[src/rtl/pmod_jstk_responder.sv]
// rtl/pmod_jstk_responder.sv - SPI mode-0 slave emulating a PmodJSTK joystick (5-byte frame responder)
//
// Ports:
//   clk        system clock; SCLK must be at most clk/8
//   reset      synchronous active-low reset
//   x_pos      10-bit X value reported in bytes 0/1
//   y_pos      10-bit Y value reported in bytes 2/3
//   btn        {btn2, btn1, trigger} reported in byte 4
//   SS         slave select from master, active low (asynchronous pad)
//   SCLK       SPI clock from master, mode 0 (asynchronous pad, oversampled)
//   MOSI       master-out data (asynchronous pad)
//   MISO       slave-out data
//   MISO_EN    pad output enable for MISO
//   led        LED state from the last valid LED command
//   cmd_byte   last complete byte 0 received from the master
//   xfer_done  one-clk pulse when all 40 bits of a frame have been shifted
//   frame_err  one-clk pulse when SS deasserts before the frame completes
//   busy       high from frame start until SS returns high
`timescale 1ns/1ps
module pmod_jstk_responder #(
    parameter int SYNC_STAGES = 2,
    parameter int FRAME_BYTES = 5
) (
    input  logic       clk,
    input  logic       reset,
    input  logic [9:0] x_pos,
    input  logic [9:0] y_pos,
    input  logic [2:0] btn,
    input  logic       SS,
    input  logic       SCLK,
    input  logic       MOSI,
    output logic       MISO,
    output logic       MISO_EN,
    output logic [1:0] led,
    output logic [7:0] cmd_byte,
    output logic       xfer_done,
    output logic       frame_err,
    output logic       busy
);

    localparam int FRAME_BITS = FRAME_BYTES * 8;
    localparam logic [5:0] LAST_BIT  = 6'(FRAME_BITS - 1);
    localparam logic [5:0] CMD_LAST  = 6'd7;

    typedef enum logic [1:0] {
        IDLE  = 2'd0,
        SHIFT = 2'd1,
        DONE  = 2'd2
    } state_t;

    state_t state;

    logic [SYNC_STAGES-1:0] ss_sync;
    logic [SYNC_STAGES-1:0] sclk_sync;
    logic [SYNC_STAGES-1:0] mosi_sync;
    // Tracks how far real pad samples have propagated through the synchronizer
    // since reset, so the idle level loaded at reset is never mistaken for a
    // genuine SS-high observation.
    logic [SYNC_STAGES-1:0] sync_valid;
    logic                   armed;
    logic                   ss_q;
    logic                   sclk_q;

    logic [38:0] tx;
    logic [6:0]  rx;
    logic [5:0]  cnt;

    logic ss_s, sclk_s, mosi_s;
    logic ss_fall, ss_rise, sclk_rise, sclk_fall;
    logic [39:0] image;
    logic [7:0]  rx_byte;

    assign ss_s   = ss_sync[SYNC_STAGES-1];
    assign sclk_s = sclk_sync[SYNC_STAGES-1];
    assign mosi_s = mosi_sync[SYNC_STAGES-1];

    // A fall only counts once SS has actually been seen high from the pad;
    // this keeps the block idle after reset when SS is already held low.
    assign ss_fall   = armed & ss_q & ~ss_s;
    assign ss_rise   = ~ss_q & ss_s;
    assign sclk_rise = ~sclk_q & sclk_s;
    assign sclk_fall = sclk_q & ~sclk_s;

    assign image = {x_pos[7:0], 6'b0, x_pos[9:8], y_pos[7:0], 6'b0, y_pos[9:8], 5'b0, btn};
    assign rx_byte = {rx, mosi_s};

    always_ff @(posedge clk) begin
        if (!reset) begin
            ss_sync    <= '1;
            sclk_sync  <= '0;
            mosi_sync  <= '0;
            sync_valid <= '0;
            armed      <= 1'b0;
            ss_q       <= 1'b1;
            sclk_q     <= 1'b0;
        end else begin
            ss_sync    <= {ss_sync[SYNC_STAGES-2:0], SS};
            sclk_sync  <= {sclk_sync[SYNC_STAGES-2:0], SCLK};
            mosi_sync  <= {mosi_sync[SYNC_STAGES-2:0], MOSI};
            sync_valid <= {sync_valid[SYNC_STAGES-2:0], 1'b1};
            if (sync_valid[SYNC_STAGES-1] && ss_s)
                armed <= 1'b1;
            ss_q       <= ss_s;
            sclk_q     <= sclk_s;
        end
    end

    always_ff @(posedge clk) begin
        if (!reset) begin
            state     <= IDLE;
            MISO      <= 1'b0;
            MISO_EN   <= 1'b0;
            led       <= 2'b00;
            cmd_byte  <= 8'h00;
            xfer_done <= 1'b0;
            frame_err <= 1'b0;
            busy      <= 1'b0;
            tx        <= '0;
            rx        <= '0;
            cnt       <= '0;
        end else begin
            xfer_done <= 1'b0;
            frame_err <= 1'b0;
            case (state)
                IDLE: begin
                    MISO_EN <= 1'b0;
                    busy    <= 1'b0;
                    MISO    <= 1'b0;
                    if (ss_fall) begin
                        // Snapshot the whole frame so input changes mid-frame are invisible.
                        tx      <= image[38:0];
                        MISO    <= image[39];
                        MISO_EN <= 1'b1;
                        busy    <= 1'b1;
                        cnt     <= '0;
                        rx      <= '0;
                        state   <= SHIFT;
                    end
                end
                SHIFT: begin
                    // SS rise has priority over any SCLK edge seen in the same clk.
                    if (ss_rise) begin
                        frame_err <= 1'b1;
                        MISO_EN   <= 1'b0;
                        MISO      <= 1'b0;
                        busy      <= 1'b0;
                        state     <= IDLE;
                    end else if (sclk_rise) begin
                        rx  <= rx_byte[6:0];
                        cnt <= cnt + 6'd1;
                        if (cnt == CMD_LAST) begin
                            cmd_byte <= rx_byte;
                            if (rx_byte[7:2] == 6'b100000)
                                led <= rx_byte[1:0];
                        end
                        if (cnt == LAST_BIT) begin
                            xfer_done <= 1'b1;
                            MISO      <= 1'b0;
                            state     <= DONE;
                        end
                    end else if (sclk_fall) begin
                        MISO <= tx[38];
                        tx   <= {tx[37:0], 1'b0};
                    end
                end
                DONE: begin
                    MISO <= 1'b0;
                    if (ss_rise) begin
                        MISO_EN <= 1'b0;
                        busy    <= 1'b0;
                        state   <= IDLE;
                    end
                end
                default: begin
                    MISO_EN <= 1'b0;
                    busy    <= 1'b0;
                    MISO    <= 1'b0;
                    state   <= IDLE;
                end
            endcase
        end
    end

endmodule
[config.mk]
export PLATFORM = sky130hd
export DESIGN_NAME = pmod_jstk_responder
export DESIGN_NICKNAME = d
export VERILOG_FILES = /design/src/rtl/pmod_jstk_responder.sv
export SDC_FILE = /design/constraint.sdc
export NUM_CORES = 1
export LEC_CHECK = 0
export BUFFER_PORTS_ARGS = -buffer_cell sky130_fd_sc_hd__buf_2
export CORE_AREA = 2 2 110 59
export CTS_CLUSTER_SIZE = 12
export DETAILED_ROUTE_END_ITERATION = 16
export DIE_AREA = 0 0 112 61
export GPL_TIMING_DRIVEN = 0
export PLACE_DENSITY = 0.87
export SETUP_SLACK_MARGIN = 0.2
export SYNTH_ARGS = -nofsm -noshare
export SYNTH_HDL_FRONTEND = slang
export SYNTH_SLANG_ARGS = --single-unit
[constraint.sdc]
create_clock -name clk -period 4.96 [get_ports clk]
set_input_delay 0.744 -clock clk [delete_from_list [all_inputs] [get_ports clk]]
set_output_delay 0.744 -clock clk [all_outputs]
set_load 0.005 [all_outputs]
After elaboration in Yosys (flattened, before gate mapping)
Cells that the tools add are included.
{"block": "classes", "addsub": 1, "eq_ne": 16, "n_mux": 31, "bitwise_logic": 13, "reduce_logical": 12}
{"op": "39-bit 2-to-1 mux", "n": 4}
{"op": "39-bit case mux with 2 select lines", "n": 1}
{"op": "7-bit 2-to-1 mux", "n": 3}
{"op": "6-bit 2-to-1 mux", "n": 3}
{"op": "7-bit case mux with 2 select lines", "n": 1}
{"op": "6-bit == test (second input constant)", "n": 2}
{"op": "2-bit != test (second input constant)", "n": 6}
{"op": "6-bit case mux with 2 select lines", "n": 1}
{"op": "4-bit AND reduction", "n": 3}
{"op": "1-bit 2-to-1 mux", "n": 10}
{"op": "2-bit 2-to-1 mux", "n": 5}
{"op": "5-bit AND reduction", "n": 2}
{"op": "4-bit != test (second input constant)", "n": 2}
{"op": "1-bit NOT", "n": 8}
{"op": "6-bit by 1-bit adder with 6-bit output (second input constant)", "n": 1}
{"op": "6-bit by 3-bit == test with 1-bit output (second input constant)", "n": 1}
{"op": "3-bit != test (second input constant)", "n": 2}
{"op": "2-bit case mux with 3 select lines", "n": 1}
{"op": "1-bit AND", "n": 5}
{"op": "1-bit case mux with 2 select lines", "n": 2}
{"op": "2-bit AND reduction", "n": 2}
{"op": "4-bit OR reduction", "n": 1}
{"op": "2-bit by 1-bit == test with 1-bit output (second input constant)", "n": 1}
{"op": "2-bit == test (second input constant)", "n": 1}
{"op": "5 further kinds", "n": 5}
{"block": "word_totals", "reg_bits": 79, "in_bits": 28, "output_inout_bits": 15, "word_cells": 91}

Depth between registers and ports, before layout
{"block": "depth", "word_depth": 6, "ltp_mapped": 8, "mapped_depth_nobuf": 6}

Least setup slack after synthesis
No wires, ideal clock.
{"block": "synth_timing", "path_kind": "register to register", "startpoint": "reg state[1]", "endpoint": "reg tx[21]", "setup_time_ns": 0.120, "arrival_ns": 1.718, "required_time_ns": 4.840, "path_slack_ns": 3.122, "path_stages_with_launch": 9, "path_buffers": 2, "synth_period_minus_slack_ns": 1.838, "cell_sequence": "dfxtp_1 inv_1 ha_1 nor2b_1 o21a_4 or3_1 buf_6 buf_6 mux2i_1"}
{"block": "synth_between", "elab_chain_cells": 3, "word_cells_on_any_way": 9, "classes_between": "5 x eq/ne; 1 x mux; 3 x reduce/logical"}
{"item": "start, declared", "line": "51", "rtl": "state_t state;"}
{"item": "start signal, assigned", "line": "110", "rtl": "state <= IDLE;"}
{"item": "start signal, assigned", "line": "137", "rtl": "state <= SHIFT;"}
{"item": "start signal, assigned", "line": "147", "rtl": "state <= IDLE;"}
{"item": "2-bit by 1-bit == test with 1-bit output / 2-bit logical NOT (equally long branches)", "line": "124", "rtl": "case (state)"}
{"item": "2-bit != test (no source line) / 2-bit nonzero test (equally long branches)"}
{"item": "5-bit AND reduction (no source line)"}
{"item": "end signal, assigned", "line": "131", "rtl": "tx <= image[38:0];"}
{"item": "end signal, assigned", "line": "163", "rtl": "tx <= {tx[37:0], 1'b0};"}
{"item": "end, declared", "line": "64", "rtl": "logic [38:0] tx;"}
Several ways; a longest one is shown, not always the timed one.
A chain may end at the register's enable or synchronous reset.

Worst setup path in the final report
{"block": "layout_timing", "startpoint": "reg cnt[0]", "endpoint": "reg led[0]"}
{"block": "layout_between", "elab_chain_cells": 2}
{"item": "start, declared", "line": "66", "rtl": "logic [5:0] cnt;"}
{"item": "start signal, assigned", "line": "150", "rtl": "cnt <= cnt + 6'd1;"}
{"item": "6-bit by 3-bit == test with 1-bit output", "line": "151", "rtl": "if (cnt == CMD_LAST) begin"}
{"item": "5-bit AND reduction (no source line)"}
{"item": "end signal, assigned", "line": "154", "rtl": "led <= rx_byte[1:0];"}
{"item": "end, declared", "line": "34", "rtl": "output logic [1:0] led,"}
No other way between the ends.

==> results.toml <==
[clock_tree]
clock_path_buffers = 2
cts_tree = "done"
cts.clk_slew.worst_paths_ps = 60
cts_setup_buffers = 0
cts_hold_buf = 0
numCtsBuffers = 9
clock_latency_ps = 340
clock-sinks = 79
ctsHtreeMaxLevel = 3
clockRootBuffer = "clkbuf_16"
cts-resized-gates = 0

[global_routing]
antenna_found_initial = 0
grt_pass1_wl_um = 12900
grt_use_total_pct = 24.9
overflow = 0
grt_start_max_net_pins = 14
grt_pass1_vias = 2563

[placement]
port_buffers = 42
hpwlAfterDp_um = 5780
routabilityCongestion = 0.889
place_area_um2 = 3740

[sta]
report.final.slew_viol_count = 0
relSlewSlack_pct = 40.9
setup-violations-final = 0
hold_slack_ps = 411
clock.fmax_ghz = 0.455
hold_viol = 0
skew_ps = 5.72
worst_slew_pin_slew_ps = 879
fin_tns_setup_ps = 0
fin_crit_ps = 2200
rsz0062_at_grt = "false"
period_share_pct = 44.3

[floorplanning]
die-area_um2 = 6830
die_y_um = 61
fp-row-count = 20
start_util_pct = 58.6
core_um2 = 5860
ios = 43
chipWidth_um = 112

[worst_setup_path]
critPathMaxFanout = 10
worst_path_max_delay_cell = "nor4bb_1"
crit_path_start_kind = "flop"
worstPathRequired_ps = 5220
r2r_start = "cnt[0]$_SDFFE_PN0P_"
reg2regPathDepth = 5
cpPeakStageDelay_ps = 490
critPathLaunch = "cnt[0]$_SDFFE_PN0P_"
arrival_ps = 2460
worstSetupEndpointType = "flop"
r2r_slack_ps = 2760
path_cells = "ha_1, nor4bb_1, nand2_1, nor3_1, mux2i_1"
r2r_end = "led[0]$_SDFFE_PN0P_"
path_class = "flop to flop"
crit_path_end = "led[0]$_SDFFE_PN0P_"

[synthesis]
synth-seq-cells = 79
ys_types = 42
yosysWarnings = 0
synth_nets = 401
synth_xor_area_share_pct = 0
synthAdderAreaFrac_pct = 1.46
yosysSeqAreaShare_pct = 46.1
synth-compound-area-share_pct = 10.9
synthSimpleGateAreaFrac_pct = 19.9
synth_top_family_by_area = "simple AND/OR/NAND/NOR gates"
netlist_instances = 369
synth_mux_area_share_pct = 17.7
syn_avg_cell_area_um2 = 9.30
netlist_area_um2 = 3430

[power]
power_density_nw_per_um2 = 414
p_leak_nw = 1.68
irDropWorstVdd_mv = 0.267
power_mw = 1.67

[worst_hold_path]
hp-class = "flop to flop"
whs_path_depth = 1

[layout]
drive_gt1_share_pct = 21.3
postLayoutCellArea_um2 = 4040
antenna_cells = 0
layout_commonest_cell = "nand2_1"
syn2layout_area_growth_pct = 17.6
layout_common_cells = "nand2_1 (80), dfxtp_1 (79), buf_2 (46)"
fin_nets = 454
fillCellCount = 495

[detailed_routing]
wl_per_cell_um = 15.9
drc = 0
routed_wl_um = 8030
drtIter0Drc = 292
vias_per_cell = 5.70
antenna_left = 0
vias = 2872
dr.pass1.iters = 4

[status]
status = "finished clean"

[flow_run]
cap_violations = 0
==> state kept, by name (all words and copies together), names as in the netlist <==
register / flops
ss_sync: 2
state: 2
sync_valid: 2
cmd_byte: 8
led: 2
xfer_done: 1
armed: 1
tx: 39
busy: 1
rx: 7
MISO: 1
cnt: 6
sclk_q: 1
mosi_sync: 2
ss_q: 1
frame_err: 1
sclk_sync: 2
==> critical path, delay by kind of cell (launching register included) <==
kind | cells | cell delay (ps)
adder cells (fa/ha/maj) | 1 | 230
flip-flops | 1 | 390
multiplexers | 1 | 230
AND/OR/NAND/NOR | 3 | 1280
==> through the flow <==
| stage | std cells | util, % | worst slack [ps] |
|---|---|---|---|
| finish | 504 | 69.0 | 2760 |
| global route | 504 | 69.0 | 2610 |
| CTS | 504 | 69.0 | 2790 |
| detailed placement | 488 | 63.8 | 2510 |
| global placement | 488 | 63.8 | 2590 |
| floorplan | 369 | - | 3120 |
==> metal layers <==
layer	track usage [%]	up-vias	wire (um)
met1	33.5	1367	3920
met4	9.76	0	53
li1	-	1399	-
met3	6.49	7	490
met5	0	-	0
met2	39.6	99	3570
==> cell usage after synthesis, drive strengths merged <==
library cell  instances  area, um2
nand3b                2       15.0
nand2b                5       31.3
o21ai                14       73.8
and4                  1       8.76
nor4                  1       6.26
and3                  2       12.5
o211ai                1       7.51
o22ai                18        113
o2111ai               2       17.5
nor3b                 1       7.51
or4                   3       22.5
inv                   5       18.8
dfxtp                79       1580
or3                   1       6.26
nor4bb                1       10.0
a2111oi               1       8.76
nand2                80        300
nor2b                 5       31.3
nor3                  5       30.0
a21boi               12       93.8
and2b                 2       15.0
o21a                  2       22.5
and2                  7       43.8
and3b                 2       17.5
a31oi                 1       6.26
mux2                 21        236
buf                  10       65.1
ha                    4       50.1
nand3                20        100
o31ai                 3       22.5
mux2i                37        370
nand4b                1       8.76
nor2                  4       15.0
clkbuf               14       52.6
a21oi                 2       10.0
==> area by class of cell <==
| cell class | count | area [um2] | share of cell area (%) |
|---|---|---|---|
| plain buffers | 24 | 118 | 2.91 |
| clock buffers | 10 | 239 | 5.92 |
| clock inverters | 6 | 60.1 | 1.49 |
| inverters | 5 | 18.8 | 0.465 |
| multi-input cells | 261 | 1710 | 42.5 |
| flip-flops and latches | 79 | 1580 | 39.2 |
| well taps | 77 | 96.3 | 2.39 |
| repair buffers | 42 | 210 | 5.21 |
==> power breakdown <==
group	internal (mW)	total, mW	leakage [nW]	switching [mW]
clock	0.400	0.655	0.144	0.255
combinational	0.146	0.344	0.897	0.198
sequential	0.658	0.671	0.639	0.0132
==> worst min-delay path by stage <==
| stage | from | slack [ps] | endpoint |
|---|---|---|---|
| after CTS | ss_sync[0]$_SDFF_PN1_ | 420 | ss_sync[1]$_SDFF_PN1_ |
| after global placement | ss_sync[0]$_SDFF_PN1_ | 390 | ss_sync[1]$_SDFF_PN1_ |
| final | ss_sync[0]$_SDFF_PN1_ | 410 | ss_sync[1]$_SDFF_PN1_ |
| after detailed placement | ss_sync[0]$_SDFF_PN1_ | 400 | ss_sync[1]$_SDFF_PN1_ |
| after global routing | ss_sync[0]$_SDFF_PN1_ | 420 | ss_sync[1]$_SDFF_PN1_ |
| after floorplan | ss_sync[0]$_SDFF_PN1_ | 390 | ss_sync[1]$_SDFF_PN1_ |
==> cells by family (layout without fill, tap and decap cells) <==
family                     after synthesis  count (layout)
muxes                                   58              58
and+or+nand+nor                        143             143
AOI/OAI and AO/OA                       56              56
adders and majority gates                4               4
DFF                                     79              79
buffers and inverters                   29              87
No activity file was read; power rests on OpenSTA's default activity.
